### src/rtl/instr_fetch_unit_if.sv
// Bundles the instruction-memory request bus, the redirect input and the
// fetch-to-decode handshake. master = fetch unit side, slave = environment side.
interface instr_fetch_unit_if #(
  parameter int PC_W = 32
);
  logic            imem_req;
  logic [PC_W-1:0] imem_addr;
  logic            imem_ack;
  logic [31:0]     imem_rdata;
  logic            redirect_valid;
  logic [PC_W-1:0] redirect_pc;
  logic            if_valid;
  logic            if_ready;
  logic [31:0]     if_instr;
  logic [5:0]      if_opcode;
  logic [PC_W-1:0] if_pc;

  modport master (
    output imem_req, imem_addr, if_valid, if_instr, if_opcode, if_pc,
    input  imem_ack, imem_rdata, redirect_valid, redirect_pc, if_ready
  );

  modport slave (
    input  imem_req, imem_addr, if_valid, if_instr, if_opcode, if_pc,
    output imem_ack, imem_rdata, redirect_valid, redirect_pc, if_ready
  );
endinterface

### src/rtl/instr_fetch_unit.sv
// Fetch stage: holds the PC, issues word fetches and hands each instruction to
// decode over a valid/ready handshake. Redirects override everything else.
module instr_fetch_unit #(
  parameter int              PC_W     = 32,
  parameter logic [PC_W-1:0] RESET_PC = '0
) (
  input logic              clk,
  input logic              rst_n,
  instr_fetch_unit_if.master bus
);

  localparam logic [1:0] S_IDLE  = 2'd0;
  localparam logic [1:0] S_FETCH = 2'd1;
  localparam logic [1:0] S_HOLD  = 2'd2;

  localparam logic [PC_W-1:0] ALIGN_MASK = ~PC_W'(3);
  localparam logic [PC_W-1:0] PC_STEP    = PC_W'(4);

  logic [1:0]      state_q, state_d;
  logic [PC_W-1:0] pc_q, pc_d;
  logic [31:0]     instr_q, instr_d;
  logic [PC_W-1:0] if_pc_q, if_pc_d;

  // A redirect discards any coincident ack or ready and restarts fetching.
  always_comb begin
    state_d = state_q;
    pc_d    = pc_q;
    instr_d = instr_q;
    if_pc_d = if_pc_q;
    if (bus.redirect_valid) begin
      pc_d    = bus.redirect_pc & ALIGN_MASK;
      state_d = S_FETCH;
    end else begin
      case (state_q)
        S_IDLE: state_d = S_FETCH;
        S_FETCH: begin
          if (bus.imem_ack) begin
            instr_d = bus.imem_rdata;
            if_pc_d = pc_q;
            pc_d    = pc_q + PC_STEP;
            state_d = S_HOLD;
          end
        end
        S_HOLD: begin
          if (bus.if_ready) state_d = S_FETCH;
        end
        default: state_d = S_IDLE;
      endcase
    end
  end

  always_ff @(posedge clk or negedge rst_n) begin
    if (!rst_n) begin
      state_q <= S_IDLE;
      pc_q    <= RESET_PC & ALIGN_MASK;
      instr_q <= '0;
      if_pc_q <= '0;
    end else begin
      state_q <= state_d;
      pc_q    <= pc_d;
      instr_q <= instr_d;
      if_pc_q <= if_pc_d;
    end
  end

  // Outputs come only from state and registers, never straight from inputs.
  assign bus.imem_req  = (state_q == S_FETCH);
  assign bus.imem_addr = pc_q;
  assign bus.if_valid  = (state_q == S_HOLD);
  assign bus.if_instr  = instr_q;
  assign bus.if_opcode = instr_q[31:26];
  assign bus.if_pc     = if_pc_q;

endmodule
### src/flat_wrapper.sv
// flat-port wrapper written by rule: the top's interface ports become plain ports
module instr_fetch_unit_flat 
#(
  parameter int              PC_W     = 32,
  parameter logic [PC_W-1:0] RESET_PC = '0
)
  (clk, rst_n, bus_imem_req, bus_imem_addr, bus_if_valid, bus_if_instr, bus_if_opcode, bus_if_pc, bus_imem_ack, bus_imem_rdata, bus_redirect_valid, bus_redirect_pc, bus_if_ready);
  instr_fetch_unit_if #(.PC_W(PC_W)) bus_i ();
  input logic clk;
  input logic rst_n;
  output wire logic [$bits(bus_i.imem_req)-1:0] bus_imem_req;
  output wire logic [$bits(bus_i.imem_addr)-1:0] bus_imem_addr;
  output wire logic [$bits(bus_i.if_valid)-1:0] bus_if_valid;
  output wire logic [$bits(bus_i.if_instr)-1:0] bus_if_instr;
  output wire logic [$bits(bus_i.if_opcode)-1:0] bus_if_opcode;
  output wire logic [$bits(bus_i.if_pc)-1:0] bus_if_pc;
  input wire logic [$bits(bus_i.imem_ack)-1:0] bus_imem_ack;
  input wire logic [$bits(bus_i.imem_rdata)-1:0] bus_imem_rdata;
  input wire logic [$bits(bus_i.redirect_valid)-1:0] bus_redirect_valid;
  input wire logic [$bits(bus_i.redirect_pc)-1:0] bus_redirect_pc;
  input wire logic [$bits(bus_i.if_ready)-1:0] bus_if_ready;
  assign bus_imem_req = bus_i.imem_req;
  assign bus_imem_addr = bus_i.imem_addr;
  assign bus_if_valid = bus_i.if_valid;
  assign bus_if_instr = bus_i.if_instr;
  assign bus_if_opcode = bus_i.if_opcode;
  assign bus_if_pc = bus_i.if_pc;
  assign bus_i.imem_ack = bus_imem_ack;
  assign bus_i.imem_rdata = bus_imem_rdata;
  assign bus_i.redirect_valid = bus_redirect_valid;
  assign bus_i.redirect_pc = bus_redirect_pc;
  assign bus_i.if_ready = bus_if_ready;
  instr_fetch_unit #(.PC_W(PC_W), .RESET_PC(RESET_PC)) u_core (.clk(clk), .rst_n(rst_n), .bus(bus_i));
endmodule
### config.mk
export PLATFORM = sky130hd
export DESIGN_NAME = instr_fetch_unit_flat
export DESIGN_NICKNAME = d
export VERILOG_FILES = /design/src/rtl/instr_fetch_unit_if.sv /design/src/rtl/instr_fetch_unit.sv /design/src/flat_wrapper.sv
export SDC_FILE = /design/constraint.sdc
export NUM_CORES = 1
export LEC_CHECK = 0
export CELL_PAD_IN_SITES_DETAIL_PLACEMENT = 0
export CELL_PAD_IN_SITES_GLOBAL_PLACEMENT = 1
export CORE_MARGIN = 2
export CORE_UTILIZATION = 30
export CTS_CLUSTER_SIZE = 12
export DETAILED_ROUTE_END_ITERATION = 6
export PLACE_DENSITY_LB_ADDON = 0.08
export SLEW_MARGIN = 5
export SYNTH_ARGS = -nofsm -noshare
export SYNTH_HDL_FRONTEND = slang
export SYNTH_SLANG_ARGS = --single-unit
### constraint.sdc
create_clock -name clk -period 3.6 [get_ports clk]
set_input_delay 0.72 -clock clk [delete_from_list [all_inputs] [get_ports clk]]
set_output_delay 0.72 -clock clk [all_outputs]
set_load 0.1 [all_outputs]
======== Word-level counts from Yosys, hierarchy flattened ========
Cells that the tools add are included.
cells by class
  add/subtract/negate cells ............... 1
  multiply operators ...................... 0
  div/mod/pow operators ................... 0
  magnitude comparators ................... 0
  eq/ne operators ......................... 4
  shifts and indexed selects .............. 0
  mux-type cells .......................... 7
  bitwise logic cells ..................... 1
  reduce and logical (&&, ||, !) cells .... 6
operators by type and width
  operator               number
  $mux 32                3
  $add 32x3->32 const B  1
  $mux 2                 3
  $ne 3x1->1 const B     2
  $pmux 2 s3             1
  $reduce_and 2->1       2
  $reduce_bool 2->1      2
  $reduce_and 3->1       1
  $eq 2x1->1 const B     1
  $eq 2x2->1 const B     1
  $logic_not 2->1        1
  $not 1->1              1
storage, ports and cells
  bits in registers ....................... 98
  latch bits .............................. 0
  bits in writable memories ............... 0
  memory bits (read-only) ................. 0
  input bits .............................. 69
  output and inout bits ................... 104
  word-level logic and storage cells ...... 23
  memories kept ........................... 0

======== Longest topological paths before layout ========
  word-level depth ........................ 4
  gate-level depth with buffers ........... 6
  gate-level depth less buffers ........... 6

======== Least setup slack after synthesis ========
OpenSTA, ideal clock, no wires.
  path kind ............................... register to register
  start ................................... register u_core.pc_q[8] (netlist: u_core.bus.imem_addr[8])
  end ..................................... register u_core.pc_q[25] (netlist: u_core.bus.imem_addr[25])
  setup time .............................. 125 ps
  arrival time ............................ 2426 ps
  slack ................................... 1050 ps
  stages on the path, launching flop included .. 6
  cell sequence ........................... dfrtp_1 -> nand3_1 -> nor4_4 -> nand4_1 -> xnor2_1 -> mux2_2
on the way
  cells in the longest elaborated chain, start to end .. 4
ends and longest elaborated chain
  element                 RTL line                source
  start, declared         instr_fetch_unit.sv:20  logic [PC_W-1:0] pc_q, pc_d;
  start signal, assigned  instr_fetch_unit.sv:55  pc_q <= RESET_PC & ALIGN_MASK;
  start signal, assigned  instr_fetch_unit.sv:60  pc_q <= pc_d;
  $add 32x3->32           instr_fetch_unit.sv:40  pc_d = pc_q + PC_STEP;
  $mux 32                 instr_fetch_unit.sv:37  if (bus.imem_ack) begin
  $mux 32                 instr_fetch_unit.sv:34  case (state_q)
  $mux 32                 instr_fetch_unit.sv:30  if (bus.redirect_valid) begin
No other way between the ends. The select of a mux whose other input is x is not followed.
A chain may end at the register's enable or synchronous reset.

======== Worst setup path after layout ========
  start ................................... register u_core.pc_q[4] (netlist: u_core.bus.imem_addr[4])
  end ..................................... output port bus_imem_addr[4]
RTL lines
  element        RTL line            source
  end, declared  flat_wrapper.sv:12  output wire logic [$bits(bus_i.imem_addr)-1:0] bus_imem_addr;
No word-level cell between the ends.

==> impl_metrics.sql <==
INSERT INTO impl_metrics (metric_group, metric, value, unit) VALUES
('place', 'post_dp_cell_area', '0.00591', 'sq mm'),
('detailed_routing', 'vias', '3083', ''),
('critical_path', 'cp-start-kind', 'flop', ''),
('flow_run', 'maxCapViolations', '0', ''),
('floorplanning', 'floorplan.initialDensity', '30.9', '%'),
('synth', 'async_flop_share', '100', '%'),
('synth', 'yosys.area.top_type', 'sky130_fd_sc_hd__dfrtp_1', ''),
('detailed_routing', 'dr.pass1.iters', '4', ''),
('place', 'io_buffer_count', '166', ''),
('place', 'dp_worst_setup_slack', '760', 'ps'),
('critical_path', 'path_buf_inv', '1', ''),
('clock_tree', 'path_clk_slew', '60', 'ps'),
('clock_tree', 'ctsHoldBuffers', '0', ''),
('power', 'power_density', '791', 'mW/mm^2'),
('detailed_routing', 'mean_number_of_vias_per_cell', '4.55', ''),
('cells_and_area', 'antenna_diode_count', '0', ''),
('global_route', 'grt_start_max_net_pins', '63', ''),
('cells_and_area', 'drive_above_1_share', '19.5', '%'),
('synth', 'ys_warn_count', '0', ''),
('clock_tree', 'ctsResizeCount', '0', ''),
('synth', 'post_synth_instance_area', '0.00413', 'sq mm'),
('critical_path', 'worst_path_largest_cell_delay', '1180', 'ps'),
('critical_path', 'crit_family', 'buffers and inverters', ''),
('timing', 'setup_viol_count_final', '0', ''),
('synth', 'postSynthCellCount', '336', ''),
('timing', 'skew', '8.34', 'ps'),
('cells_and_area', 'final_core_util', '46.7', '%'),
('critical_path', 'arrival', '2000', 'ps'),
('clock_tree', 'clock-sinks', '94', ''),
('floorplanning', 'rows', '42', ''),
('floorplanning', 'die_area', '0.0147', 'sq mm'),
('detailed_routing', 'detail_route.iter0.violations', '68', ''),
('timing', 'max_slew_margin', '32.9', '%'),
('clock_tree', 'clock_insertion_delay_worst_skew', '340', 'ps'),
('synth', 'synth_seq_area_share', '57.0', '%'),
('global_route', 'first_global_vias', '3145', ''),
('clock_tree', 'clock_tree_buf_depth', '2', ''),
('synth', 'synth.avg_cell_area', '12.3', 'sq um'),
('hold_path', 'hp-class', 'input port to async pin', ''),
('cells_and_area', 'area_growth_syn_to_fin', '51.1', '%'),
('power', 'switching_share', '49.7', '%'),
('floorplanning', 'die-width', '121', 'um'),
('detailed_routing', 'routed_wl', '10400', 'um'),
('floorplanning', 'floorplan.die.height', '121', 'um'),
('cells_and_area', 'fin_area', '0.00624', 'sq mm'),
('status', 'run_status', 'completed', ''),
('clock_tree', 'post-cts-setup-buffers', '0', ''),
('power', 'power_frac_seq', '28.4', '%'),
('clock_tree', 'cts_tree', 'done', ''),
('timing', 'max_freq', '367', 'MHz'),
('timing', 'report.final.hold_viol_count', '0', ''),
('power', 'largest_voltage_drop_on_the_vdd_net', '394', 'uV'),
('cells_and_area', 'fill_cells', '1266', ''),
('synth', 'synth_ff_type', 'sky130_fd_sc_hd__dfrtp_1', ''),
('global_route', 'gr-usage-all-layers', '14.6', '%'),
('place', 'gp_congestion', '0.715', ''),
('place', 'half_perimeter_wire_length_of_the_detailed_placement_result', '7390', 'um'),
('floorplanning', 'floorplan.core_area', '0.0133', 'sq mm'),
('timing', 'final.min_clock_period', '2720', 'ps'),
('cells_and_area', 'nNetsFinal', '567', ''),
('clock_tree', 'tritoncts.num_buffers', '9', ''),
('synth', 'synth_top_cell_area_share', '57.0', '%'),
('power', 'power_leakage', '2.53', 'nW'),
('synth', 'post_synth_num_cell_types', '31', ''),
('synth', 'synth-edff-count', '0', ''),
('timing', 'setup_total_negative_slack', '0', 'ps'),
('critical_path', 'timing.critical_path.to_type', 'output pin', ''),
('critical_path', 'critical_path_required', '2880', 'ps'),
('synth', 'most_instantiated_library_cell_after_synthesis', 'sky130_fd_sc_hd__dfrtp_1', ''),
('detailed_routing', 'post_detailed_route_drc_marker_count', '0', ''),
('synth', 'synthTopCellsByCount', 'sky130_fd_sc_hd__dfrtp_1 (94), sky130_fd_sc_hd__mux2_2 (63), sky130_fd_sc_hd__nand2_1 (37), sky130_fd_sc_hd__xor2_1 (23), sky130_fd_sc_hd__o21ai_0 (19)', '');
cells by family (layout without fill, tap and decap cells):
family	Yosys count	in the layout	synth area share, %
xor+xnor	29	29	6.15
compound gates	32	32	3.94
other cells	1	4	0.0908
flops	94	94	57.0
fa+ha+maj	1	1	0.303
mux	64	64	17.4
simple gates	89	89	11.7
buf+inv	26	189	3.45
worst paths after layout:
| path | endpoint | slack [ps] | from | cells past startpoint |
|---|---|---|---|---|
| worst max-delay path | bus_imem_addr[4] | 880 | u_core.bus.imem_addr[4] | 1 |
| worst min-delay path | u_core.bus.if_pc[9] | 440 | rst_n | 1 |
| worst max register to register | u_core.bus.imem_addr[28] | 1480 | u_core.bus.imem_addr[2] | 6 |
| worst min register to register | u_core.bus.if_instr[17] | 510 | u_core.bus.if_instr[17] | 1 |
| max in group asynchronous | u_core.bus.if_instr[23] | 2340 | rst_n | 2 |
| min in group clk | u_core.bus.if_instr[17] | 510 | u_core.bus.if_instr[17] | 1 |
metrics by stage:
stage / instances / power (mW) / hold WS [ps]
5_1_grt: 678 / 5.11 / 516
4_1_cts: 678 / 4.99 / 489
3_3_place_gp: 662 / 3.92 / 488
2_1_floorplan: 339 / 3.33 / 424
6_report: 678 / 4.93 / 444
3_5_place_dp: 662 / 3.94 / 494
per-layer routing:
| metal | share of wire (%) | vias up | GRT usage, % |
|---|---|---|---|
| met4 | 1.9 | 0 | 6.11 |
| met2 | 46 | 109 | 23.0 |
| met5 | 0 | - | 0 |
| li1 | - | 1481 | - |
| met3 | 7.2 | 12 | 3.71 |
| met1 | 45 | 1481 | 19.0 |
registers in the layout, indices dropped and copies added (netlist names):
register,count
u_core.state_q,2
u_core.bus.if_pc,30
u_core.bus.imem_addr,30
u_core.bus.if_instr,32
cell usage in the layout (no fill, tap or decap), types with 9 or more instances in the layout:
cell                              instances
sky130_fd_sc_hd__o21ai_0                 19
sky130_fd_sc_hd__clkdlybuf4s50_1        156
sky130_fd_sc_hd__dfrtp_1                 94
sky130_fd_sc_hd__buf_4                   13
sky130_fd_sc_hd__mux2_2                  63
sky130_fd_sc_hd__clkbuf_16                9
sky130_fd_sc_hd__xor2_1                  23
sky130_fd_sc_hd__nand3_1                 15
sky130_fd_sc_hd__nand2_1                 37
sky130_fd_sc_hd__o21ai_1                 11
sky130_fd_sc_hd__nand4_1                 14
power groups by stage:
| stage | clock network, mW | logic (mW) | registers [mW] |
|---|---|---|---|
| 2_1_floorplan | 0 | 0.425 | 2.90 |
| 3_3_place_gp | 0 | 2.51 | 1.41 |
| 3_5_place_dp | 0 | 2.51 | 1.42 |
| 4_1_cts | 1.07 | 2.52 | 1.40 |
| 5_1_grt | 1.11 | 2.57 | 1.43 |
| 6_report | 1.03 | 2.50 | 1.40 |
final cells by class:
type                    instances  share of cell area [%]
repair buffers                171                    27.0
clock buffers                  11                    3.89
multi-input cells             219                    26.5
well taps                     176                    3.53
flip-flops and latches         94                    37.7
inverters                       2                   0.120
clock inverters                 5                    1.30
(Power assumes the default switching activity.)
